===== config.mk =====
export PLATFORM = sky130hd
export DESIGN_NAME = sobel_mag_pipe
export DESIGN_NICKNAME = d
export VERILOG_FILES = /design/src/rtl/sobel_pkg.sv /design/src/rtl/sobel_frame_stats.sv /design/src/rtl/sobel_mag_pipe.sv
export SDC_FILE = /design/constraint.sdc
export NUM_CORES = 1
export LEC_CHECK = 0
export CAP_MARGIN = 40
export CORE_MARGIN = 4
export CORE_UTILIZATION = 58
export CTS_CLUSTER_SIZE = 25
export DETAILED_ROUTE_END_ITERATION = 8
export HOLD_SLACK_MARGIN = 0.15
export PLACE_DENSITY = 0.82
export SYNTH_ARGS = -nofsm -noshare
export SYNTH_HDL_FRONTEND = slang
export SYNTH_HIERARCHICAL = 1
export SYNTH_SLANG_ARGS = --single-unit
export TNS_END_PERCENT = 5

===== constraint.sdc =====
create_clock -name iCLK -period 3.65 [get_ports iCLK]
set_input_delay 0.73 -clock iCLK [delete_from_list [all_inputs] [get_ports iCLK]]
set_output_delay 0.73 -clock iCLK [all_outputs]
set_load 0.005 [all_outputs]

===== src/rtl/sobel_pkg.sv =====
// Shared definitions for the Sobel magnitude pipeline.
// Mode encodings and default datapath widths.
package sobel_pkg;

    typedef enum logic [1:0] {
        MODE_L1  = 2'b00,
        MODE_GX  = 2'b01,
        MODE_GY  = 2'b10,
        MODE_L2A = 2'b11
    } sobel_mode_e;

    localparam int SOBEL_IN_W   = 15;
    localparam int SOBEL_OUT_W  = 12;
    localparam int SOBEL_SHIFT  = 2;
    localparam int SOBEL_THRESH = 60;
    localparam int SOBEL_CNT_W  = 20;

endpackage


===== src/rtl/sobel_frame_stats.sv =====
// Per-frame edge statistics: counts nonzero edge pixels and tracks the peak.
// Ports: iCLK, iRST (async low), iEdge/iDVAL/iFVAL (output-aligned),
//        oEdgeCount/oPeak (last frame), oStatsVld (update pulse).
module sobel_frame_stats
    import sobel_pkg::*;
#(
    parameter int OUT_W = SOBEL_OUT_W,
    parameter int CNT_W = SOBEL_CNT_W
) (
    input  logic             iCLK,
    input  logic             iRST,
    input  logic [OUT_W-1:0] iEdge,
    input  logic             iDVAL,
    input  logic             iFVAL,
    output logic [CNT_W-1:0] oEdgeCount,
    output logic [OUT_W-1:0] oPeak,
    output logic             oStatsVld
);

    logic             fval_d;
    logic             end_q;
    logic [CNT_W-1:0] cnt_q;
    logic [OUT_W-1:0] peak_q;
    logic [CNT_W-1:0] cnt_base;
    logic [OUT_W-1:0] peak_base;
    logic [CNT_W-1:0] cnt_n;
    logic [OUT_W-1:0] peak_n;

    // On the clear cycle accumulation starts from zero, so a pixel of the
    // next frame landing on that cycle is still counted.
    always_comb begin
        cnt_base  = end_q ? '0 : cnt_q;
        peak_base = end_q ? '0 : peak_q;
        cnt_n     = cnt_base;
        peak_n    = peak_base;
        if (iDVAL && iFVAL) begin
            if (iEdge != '0 && cnt_base != '1) begin
                cnt_n = cnt_base + CNT_W'(1);
            end
            if (iEdge > peak_base) begin
                peak_n = iEdge;
            end
        end
    end

    always_ff @(posedge iCLK or negedge iRST) begin
        if (!iRST) begin
            fval_d     <= 1'b0;
            end_q      <= 1'b0;
            cnt_q      <= '0;
            peak_q     <= '0;
            oEdgeCount <= '0;
            oPeak      <= '0;
            oStatsVld  <= 1'b0;
        end else begin
            fval_d    <= iFVAL;
            end_q     <= fval_d & ~iFVAL;
            cnt_q     <= cnt_n;
            peak_q    <= peak_n;
            oStatsVld <= end_q;
            if (end_q) begin
                oEdgeCount <= cnt_q;
                oPeak      <= peak_q;
            end
        end
    end

endmodule


===== src/rtl/sobel_mag_pipe.sv =====
// Two-stage Sobel edge magnitude: abs/combine, then shift/saturate/threshold.
// Ports: iCLK, iRST (async low), iSobelX/iSobelY/iDVAL/iFVAL/iMode/iThresh in;
//        oEdge/oDVAL pixel out, oEdgeCount/oPeak/oStatsVld frame stats out.
module sobel_mag_pipe
    import sobel_pkg::*;
#(
    parameter int IN_W           = SOBEL_IN_W,
    parameter int OUT_W          = SOBEL_OUT_W,
    parameter int SHIFT          = SOBEL_SHIFT,
    parameter int DEFAULT_THRESH = SOBEL_THRESH,
    parameter int CNT_W          = SOBEL_CNT_W
) (
    input  logic                   iCLK,
    input  logic                   iRST,
    input  logic signed [IN_W-1:0] iSobelX,
    input  logic signed [IN_W-1:0] iSobelY,
    input  logic                   iDVAL,
    input  logic                   iFVAL,
    input  logic [1:0]             iMode,
    input  logic [OUT_W-1:0]       iThresh,
    output logic [OUT_W-1:0]       oEdge,
    output logic                   oDVAL,
    output logic [CNT_W-1:0]       oEdgeCount,
    output logic [OUT_W-1:0]       oPeak,
    output logic                   oStatsVld
);

    localparam int RAW_W = IN_W + 1;
    localparam logic [RAW_W-1:0] SAT_MAX = RAW_W'((1 << OUT_W) - 1);

    sobel_mode_e      mode_q;
    sobel_mode_e      mode_eff;
    logic [OUT_W-1:0] thresh_q;
    logic             fval1;
    logic             fval_p;
    logic             dval1;
    logic             frame_start;

    logic [IN_W-1:0]  sx, sy;
    logic [IN_W-1:0]  abs_x, abs_y;
    logic [IN_W-1:0]  mx, mn;
    logic [RAW_W-1:0] raw_d, raw_q;
    logic [RAW_W-1:0] scaled;
    logic [OUT_W-1:0] sat;
    logic [OUT_W-1:0] edge_d;

    // fval1 doubles as the previous iFVAL sample for frame-start detection.
    assign frame_start = iFVAL & ~fval1;
    assign mode_eff    = frame_start ? sobel_mode_e'(iMode) : mode_q;

    always_ff @(posedge iCLK or negedge iRST) begin
        if (!iRST) begin
            mode_q   <= MODE_L1;
            thresh_q <= OUT_W'(DEFAULT_THRESH);
        end else if (frame_start) begin
            mode_q   <= sobel_mode_e'(iMode);
            thresh_q <= iThresh;
        end
    end

    // Two's-complement negate in IN_W bits; the most negative input maps
    // to 2^(IN_W-1), which is representable as unsigned.
    assign sx    = iSobelX;
    assign sy    = iSobelY;
    assign abs_x = sx[IN_W-1] ? (~sx + IN_W'(1)) : sx;
    assign abs_y = sy[IN_W-1] ? (~sy + IN_W'(1)) : sy;
    assign mx    = (abs_x > abs_y) ? abs_x : abs_y;
    assign mn    = (abs_x > abs_y) ? abs_y : abs_x;

    always_comb begin
        raw_d = '0;
        unique case (mode_eff)
            MODE_L1:  raw_d = {1'b0, abs_x} + {1'b0, abs_y};
            MODE_GX:  raw_d = {1'b0, abs_x};
            MODE_GY:  raw_d = {1'b0, abs_y};
            MODE_L2A: raw_d = {1'b0, mx} + RAW_W'(mn >> 2) + RAW_W'(mn >> 3);
            default:  raw_d = '0;
        endcase
    end

    always_ff @(posedge iCLK or negedge iRST) begin
        if (!iRST) begin
            raw_q <= '0;
            dval1 <= 1'b0;
            fval1 <= 1'b0;
        end else begin
            dval1 <= iDVAL;
            fval1 <= iFVAL;
            if (iDVAL) begin
                raw_q <= raw_d;
            end
        end
    end

    assign scaled = raw_q >> SHIFT;
    assign sat    = (scaled > SAT_MAX) ? SAT_MAX[OUT_W-1:0] : scaled[OUT_W-1:0];
    assign edge_d = (sat < thresh_q) ? '0 : sat;

    always_ff @(posedge iCLK or negedge iRST) begin
        if (!iRST) begin
            oEdge  <= '0;
            oDVAL  <= 1'b0;
            fval_p <= 1'b0;
        end else begin
            oDVAL  <= dval1;
            fval_p <= fval1;
            if (dval1) begin
                oEdge <= edge_d;
            end
        end
    end

    sobel_frame_stats #(
        .OUT_W (OUT_W),
        .CNT_W (CNT_W)
    ) u_stats (
        .iCLK       (iCLK),
        .iRST       (iRST),
        .iEdge      (oEdge),
        .iDVAL      (oDVAL),
        .iFVAL      (fval_p),
        .oEdgeCount (oEdgeCount),
        .oPeak      (oPeak),
        .oStatsVld  (oStatsVld)
    );

endmodule


==> impl_metrics.json, run 1 <==
{
  "status": "finished with violations",
  "violations": "setup timing",
  "fp.coreArea_sq_mm": 0.0145,
  "hold_ws_ns": 0.359,
  "synth_top_area_share_pct": 31.3,
  "startpoint": "iSobelY[1]",
  "drt-total-wl_microns": 24500,
  "first_pass_iters": 5,
  "path_class": "in -> reg",
  "end_kind": "register",
  "globalplace.congestion": 0.956,
  "synthCells": 956,
  "rsz0062_at_grt": "true",
  "netlist-cell-type-count": 78,
  "combinationalPowerShare_pct": 60.3,
  "vias": 8333,
  "synthFlopType": "dfrtp_1",
  "yosysTopAreaCell": "dfrtp_1",
  "max_stage_delay_ns": 0.52,
  "fin_util_pct": 79.8,
  "p_leak_uw": 0.00542,
  "drc": 0,
  "cp_top_family": "simple AND/OR/NAND/NOR gates",
  "synth_nets": 1082,
  "hold_violations": 0,
  "power.clock.fraction_pct": 14.2,
  "numCtsBuffers": 9,
  "start_kind": "input pin",
  "cts_buffer_depth": 2,
  "slew_headroom_pct": 57.9,
  "cts_tree": "built",
  "tightest_slew_ns": 0.626,
  "worst_slack_ns": -2.69,
  "max_clock_freq_mhz": 158,
  "viasPerCell": 5.94,
  "finalCriticalPeriod_ns": 6.34,
  "finalPower_uw": 7040,
  "cpMaxStageDelayCell": "fa_1",
  "drive_gt1_share_pct": 25.1,
  "cts_sinks": 111,
  "reg2reg_from": "raw_q[15]",
  "grt_max_degree": 70,
  "ys_ff_latch": 111,
  "root_buffer": "clkbuf_16",
  "ys_warn_count": 6,
  "finalNetCount": 1340,
  "crit_buf_inv": 4,
  "cts_hold_buf": 0,
  "die_h_microns": 129,
  "netlist_area_sq_mm": 0.00854,
  "seqPwrFrac_pct": 25.5,
  "grt_pass1_vias": 8487,
  "critical_path.max_fanout": 4,
  "grt_overflow": 0,
  "grt_pass1_wl_microns": 40800,
  "synth-edff-count": 0,
  "drtIter0Drc": 650,
  "skew_ns": 0.0130,
  "grt_usage_pct": 30.2,
  "fin_cells": 1403,
  "area_delta_synth_final_pct": 35.2,
  "synth_area_leaders": "dfrtp_1 31%, ha_1 9.7%, mux2_2 4.9%",
  "max-vdd-ir-drop_v": 0.000364,
  "clock_latency_ns": 0.36,
  "cts_max_level": 3,
  "rows": 44,
  "synth-async-reset-ratio_pct": 100,
  "ant_nets": 0,
  "wl_per_cell_microns": 17.5,
  "switchingPower_uw": 2870,
  "hold_class": "in -> async",
  "die-area_sq_mm": 0.0167,
  "antenna_found_initial": 0,
  "internal_power_uw": 4180,
  "maxCapViolations": 0,
  "cp.arrival_ns": 6.60,
  "postSynthAreaPerCell_sq_um": 8.94,
  "final-max-slew-violation-count": 0,
  "ios": 94,
  "required_ns": 3.91,
  "placed_cells": 1382,
  "start_util_pct": 59.0,
  "p_per_area_mw_per_mm2": 610,
  "setup_viol": 14,
  "p_sw_share_pct": 40.7,
  "clk_pin_slew_worst_paths_ns": 0.08,
  "hpwlAfterDp_microns": 18200,
  "fin_crit_sh_pct": 174,
  "die_x_microns": 129,
  "fillCellCount": 875,
  "seq_area_frac_synth_pct": 32.6,
  "portBuffers": 93,
  "diodes": 0
}
[metrics by stage]
stage          area, sq um  worst slack (ns)  setup TNS (ns)
2_1_floorplan         8640             -2.66          -33.54
3_3_place_gp         11000             -3.15          -40.84
3_5_place_dp         11100             -3.43          -43.61
4_1_cts              11500             -2.65          -33.00
5_1_grt              11500             -2.98          -38.47
6_report             11500             -2.69          -34.68
[flip-flops by register name, summed over array words and instances (netlist names)]
| signal | flops |
|---|---|
| raw_q | 14 |
| oEdge | 12 |
| u_stats/peak_q | 12 |
| oDVAL | 1 |
| u_stats/oEdgeCount | 20 |
| u_stats/fval_d | 1 |
| u_stats/end_q | 1 |
| mode_q | 2 |
| u_stats/oStatsVld | 1 |
| fval1 | 1 |
| u_stats/oPeak | 12 |
| dval1 | 1 |
| thresh_q | 12 |
| fval_p | 1 |
| u_stats/cnt_q | 20 |
[path summary, 6_finish.rpt]
kind	slack (ns)	endpoint	cells after the start
setup reg to reg	0.71	oEdge[6]	13
hold / removal	0.36	u_stats/oEdgeCount[17]	2
setup / recovery	-2.69	raw_q[14]	26
min in group iCLK	0.41	fval_p	0
max in group asynchronous	2.92	thresh_q[5]	2
hold reg to reg	0.41	fval_p	0
[layout make-up]
class / instances / area [sq um] / area share (%)
Clock buffer: 9 / 225 / 1.95
Tap cell: 184 / 230 / 1.99
Multi-Input combinational cell: 703 / 5450 / 47.2
Timing Repair Buffer: 281 / 2370 / 20.6
Clock inverter: 7 / 85.1 / 0.737
Sequential cell: 111 / 2780 / 24.1
Inverter: 108 / 405 / 3.51
[metal layers]
layer / vias up / global-route usage [%] / wire length [microns]
li1: 3917 / - / -
met4: 0 / 15.9 / 1240
met5: - / 0 / 0
met1: 3963 / 35.8 / 9570
met3: 98 / 3.87 / 1340
met2: 355 / 53.5 / 12400
[cell families after synthesis]
group                      synth area share [%]
AOI/OAI and AO/OA                          18.7
xor gates and xnor gates                   4.80
adders and majority gates                  12.5
buffers and inverters                      6.31
DFF                                        32.6
muxes                                      8.00
and+or+nand+nor                            17.1
[power by group through the flow]
| stage | sequential [uW] | combinational (uW) | clock, uW |
|---|---|---|---|
| 2_1_floorplan | 1730 | 2290 | 0 |
| 3_3_place_gp | 1780 | 3710 | 0 |
| 3_5_place_dp | 1800 | 3880 | 0 |
| 4_1_cts | 1790 | 4130 | 1010 |
| 5_1_grt | 1830 | 4660 | 1060 |
| 6_report | 1800 | 4250 | 997 |
[what timing repair did]
action,CTS,global route
gates cloned,0,0
setup endpoints to repair,14,14
buffers inserted,5,0
pin swaps,11,3
gates resized for setup,34,8
[cell usage after synthesis, types with 23 or more instances]
cell type,count
a21oi_1,64
clkbuf_1,29
dfrtp_1,107
ha_1,66
inv_1,106
mux2_2,37
mux2i_1,23
nand2_1,59
nand2b_1,23
nor2_1,77
o21ai_0,54
xnor2_1,27
[worst reg2reg max path, cell delays in order, from the launching register on]
cell and delay, ns:
dfrtp_1 0.42, or2_2 0.42, nor2_1 0.22, inv_1 0.08, ha_1 0.28, a21boi_0 0.12, o21a_1 0.18, o21a_1 0.16
o21ai_0 0.20, o2bb2ai_1 0.15, o21ai_0 0.12, a21oi_1 0.14, buf_4 0.20, o22ai_1 0.11
[cell usage in the layout, fill, tap and decap left out, types with 5 or more instances in the layout]
cell / count
nand3_1: 16
o22ai_1: 17
a21o_1: 12
o211ai_1: 12
o21a_1: 6
nand2b_1: 22
ha_1: 63
a21oi_1: 55
or3_1: 14
nand2_1: 58
nor2_1: 75
nor3_1: 12
inv_1: 105
xor2_1: 18
clkdlybuf4s50_1: 87
xnor2_1: 26
a31oi_1: 7
nand4_1: 7
and3_1: 5
fa_1: 11
or4_1: 7
o31ai_1: 7
buf_4: 186
a21oi_2: 9
o21ai_0: 51
nor2b_1: 15
mux2i_1: 22
a211o_1: 5
mux2_2: 36
clkbuf_16: 9
dfrtp_1: 106
Note: power is estimated with default switching activity, not from simulation.
==> run 2: changes to the inputs <==
- HOLD_SLACK_MARGIN: 0.15 -> default
==> results of run 2 <==
The final DEF is identical to that of run 1; final timing and power are the same.
==> run 3: changes to the inputs <==
- CTS_CLUSTER_DIAMETER: default -> 60
- GPL_ROUTABILITY_DRIVEN: default -> 0
==> impl_metrics.json, run 3 (synthesized netlist as in run 1, its figures left out) <==
{
  "critical_path.max_fanout": 14,
  "worst_slack_ns": -2.60,
  "status": "finished with violations",
  "area_delta_synth_final_pct": 39.3,
  "ant_nets": 0,
  "final_cell_area_sq_mm": 0.0119,
  "placed_cells": 1385,
  "reg2reg_from": "raw_q[15]",
  "wl_met1_microns": 9780,
  "vias": 8711,
  "start_kind": "input pin",
  "reg2reg_setup_slack_ns": 0.83,
  "clock_latency_ns": 0.36,
  "start_util_pct": 59.0,
  "hold_violations": 0,
  "final_cell_mix": "201 x buf_4, 106 x dfrtp_1, 104 x inv_1",
  "wl_per_cell_microns": 18.6,
  "cts_buffer_depth": 2,
  "ios": 94,
  "cp.arrival_ns": 6.51,
  "hold_class": "in -> async",
  "portBuffers": 93,
  "violations": "setup timing",
  "first_pass_iters": 7,
  "slew_headroom_pct": 45.8,
  "grt_usage_pct": 28.9,
  "setup_viol": 14,
  "numCtsBuffers": 9,
  "max-vdd-ir-drop_v": 0.000347,
  "wl_met2_microns": 13300,
  "drtIter0Drc": 833,
  "antenna_found_initial": 0,
  "maxCapViolations": 0,
  "drive_gt1_share_pct": 28.6,
  "required_ns": 3.91,
  "placed_cell_area_sq_mm": 0.0110,
  "drc": 0,
  "diodes": 0,
  "viasPerCell": 6.14,
  "grt_pass1_wl_microns": 39300,
  "p_leak_uw": 0.00561,
  "max_clock_freq_mhz": 160,
  "drt-total-wl_microns": 26300,
  "end_kind": "register",
  "top_layer": "met4",
  "fin_crit_sh_pct": 171,
  "path_class": "in -> reg",
  "die_h_microns": 129,
  "finalNetCount": 1355,
  "clk_pin_slew_worst_paths_ns": 0.08,
  "cts_sinks": 111,
  "die-area_sq_mm": 0.0167,
  "grt_pass1_vias": 8359,
  "r2r-end": "oEdge[5]",
  "largestRegisters": "u_stats/cnt_q x20, u_stats/oEdgeCount x20, raw_q x14",
  "rows": 44,
  "skew_ns": 0.0163,
  "grt_max_degree": 66,
  "grt_overflow": 0,
  "wl_met3_microns": 1850,
  "fin_cells": 1418,
  "cts_max_level": 3,
  "final-max-slew-violation-count": 0,
  "rsz0062_at_grt": "true",
  "finalCriticalPeriod_ns": 6.25,
  "cts_tree": "built",
  "hpwlAfterDp_microns": 18300,
  "reg2reg_depth": 13,
  "root_buffer": "clkbuf_16",
  "p_per_area_mw_per_mm2": 621,
  "die_x_microns": 129,
  "fp.coreArea_sq_mm": 0.0145,
  "tightest_slew_ns": 0.812,
  "final_common_cell": "buf_4"
}
run 3: per-layer routing:
metal	track usage, %	up-vias
li1	-	3920
met1	35.1	4157
met2	52.7	508
met3	2.72	126
met4	11.6	0
met5	0	-
run 3: final cells by class:
type	count	area, sq um
Tap cell	184	230
Fill cell	792	2580
Timing Repair Buffer	296	2490
Inverter	108	405
Clock buffer	9	225
Clock inverter	7	110
Sequential cell	111	2780
Multi-Input combinational cell	703	5660
run 3: worst max-delay path, cell delays in order:
cell	delay, ns
clkbuf_2	0.11
nor4_4	0.31
nand2_2	0.10
or2_4	0.27
or4_4	0.42
or4_4	0.52
ha_4	0.25
buf_4	0.15
nor3b_1	0.16
o41ai_4	0.38
buf_4	0.23
buf_4	0.21
nor2_1	0.08
a21oi_1	0.27
buf_4	0.18
fa_1	0.39
ha_1	0.35
o21ai_0	0.23
nand2b_1	0.13
a21oi_1	0.21
or3_1	0.15
a21oi_2	0.05
or4_1	0.51
o211ai_1	0.11
run 3: worst max path at each step:
stage,to,cells after the start,start
final,raw_q[14],24,iSobelY[5]
after global routing,raw_q[13],28,iSobelX[0]
after CTS,raw_q[14],26,iSobelY[1]
after detailed placement,raw_q[13],26,iSobelY[4]
after global placement,raw_q[13],26,iSobelY[4]
after floorplan,raw_q[7],23,iSobelY[4]
run 3: repair_timing:
item / 4_1_cts / 5_1_grt
endpoints found under the setup margin: 14 / 14
pin swaps: 17 / 31
cloned: 0 / 1
buffers inserted: 3 / 14
resized for setup: 41 / 57
hold buffers: 0 / 0
run 3: metrics by stage:
| step | TNS (ns) | util, % | total power, uW | setup WS, ns | hold WS, ns |
|---|---|---|---|---|---|
| floorplan | -33.54 | - | 4020 | -2.66 | 0.354 |
| global placement | -40.62 | 76.3 | 5490 | -3.13 | 0.387 |
| detailed placement | -44.08 | 76.3 | 5670 | -3.36 | 0.389 |
| CTS | -32.57 | 79.8 | 6920 | -2.60 | 0.421 |
| global route | -35.80 | 82.2 | 7870 | -2.89 | 0.453 |
| finish | -32.54 | 82.2 | 7400 | -2.60 | 0.453 |
run 3: where the power goes:
group	leakage [uW]	internal, uW	switching, uW
Combinational	0.00403	2300	2220
Clock	0.000160	615	479
Sequential	0.00142	1530	256
Total	0.00561	4440	2960
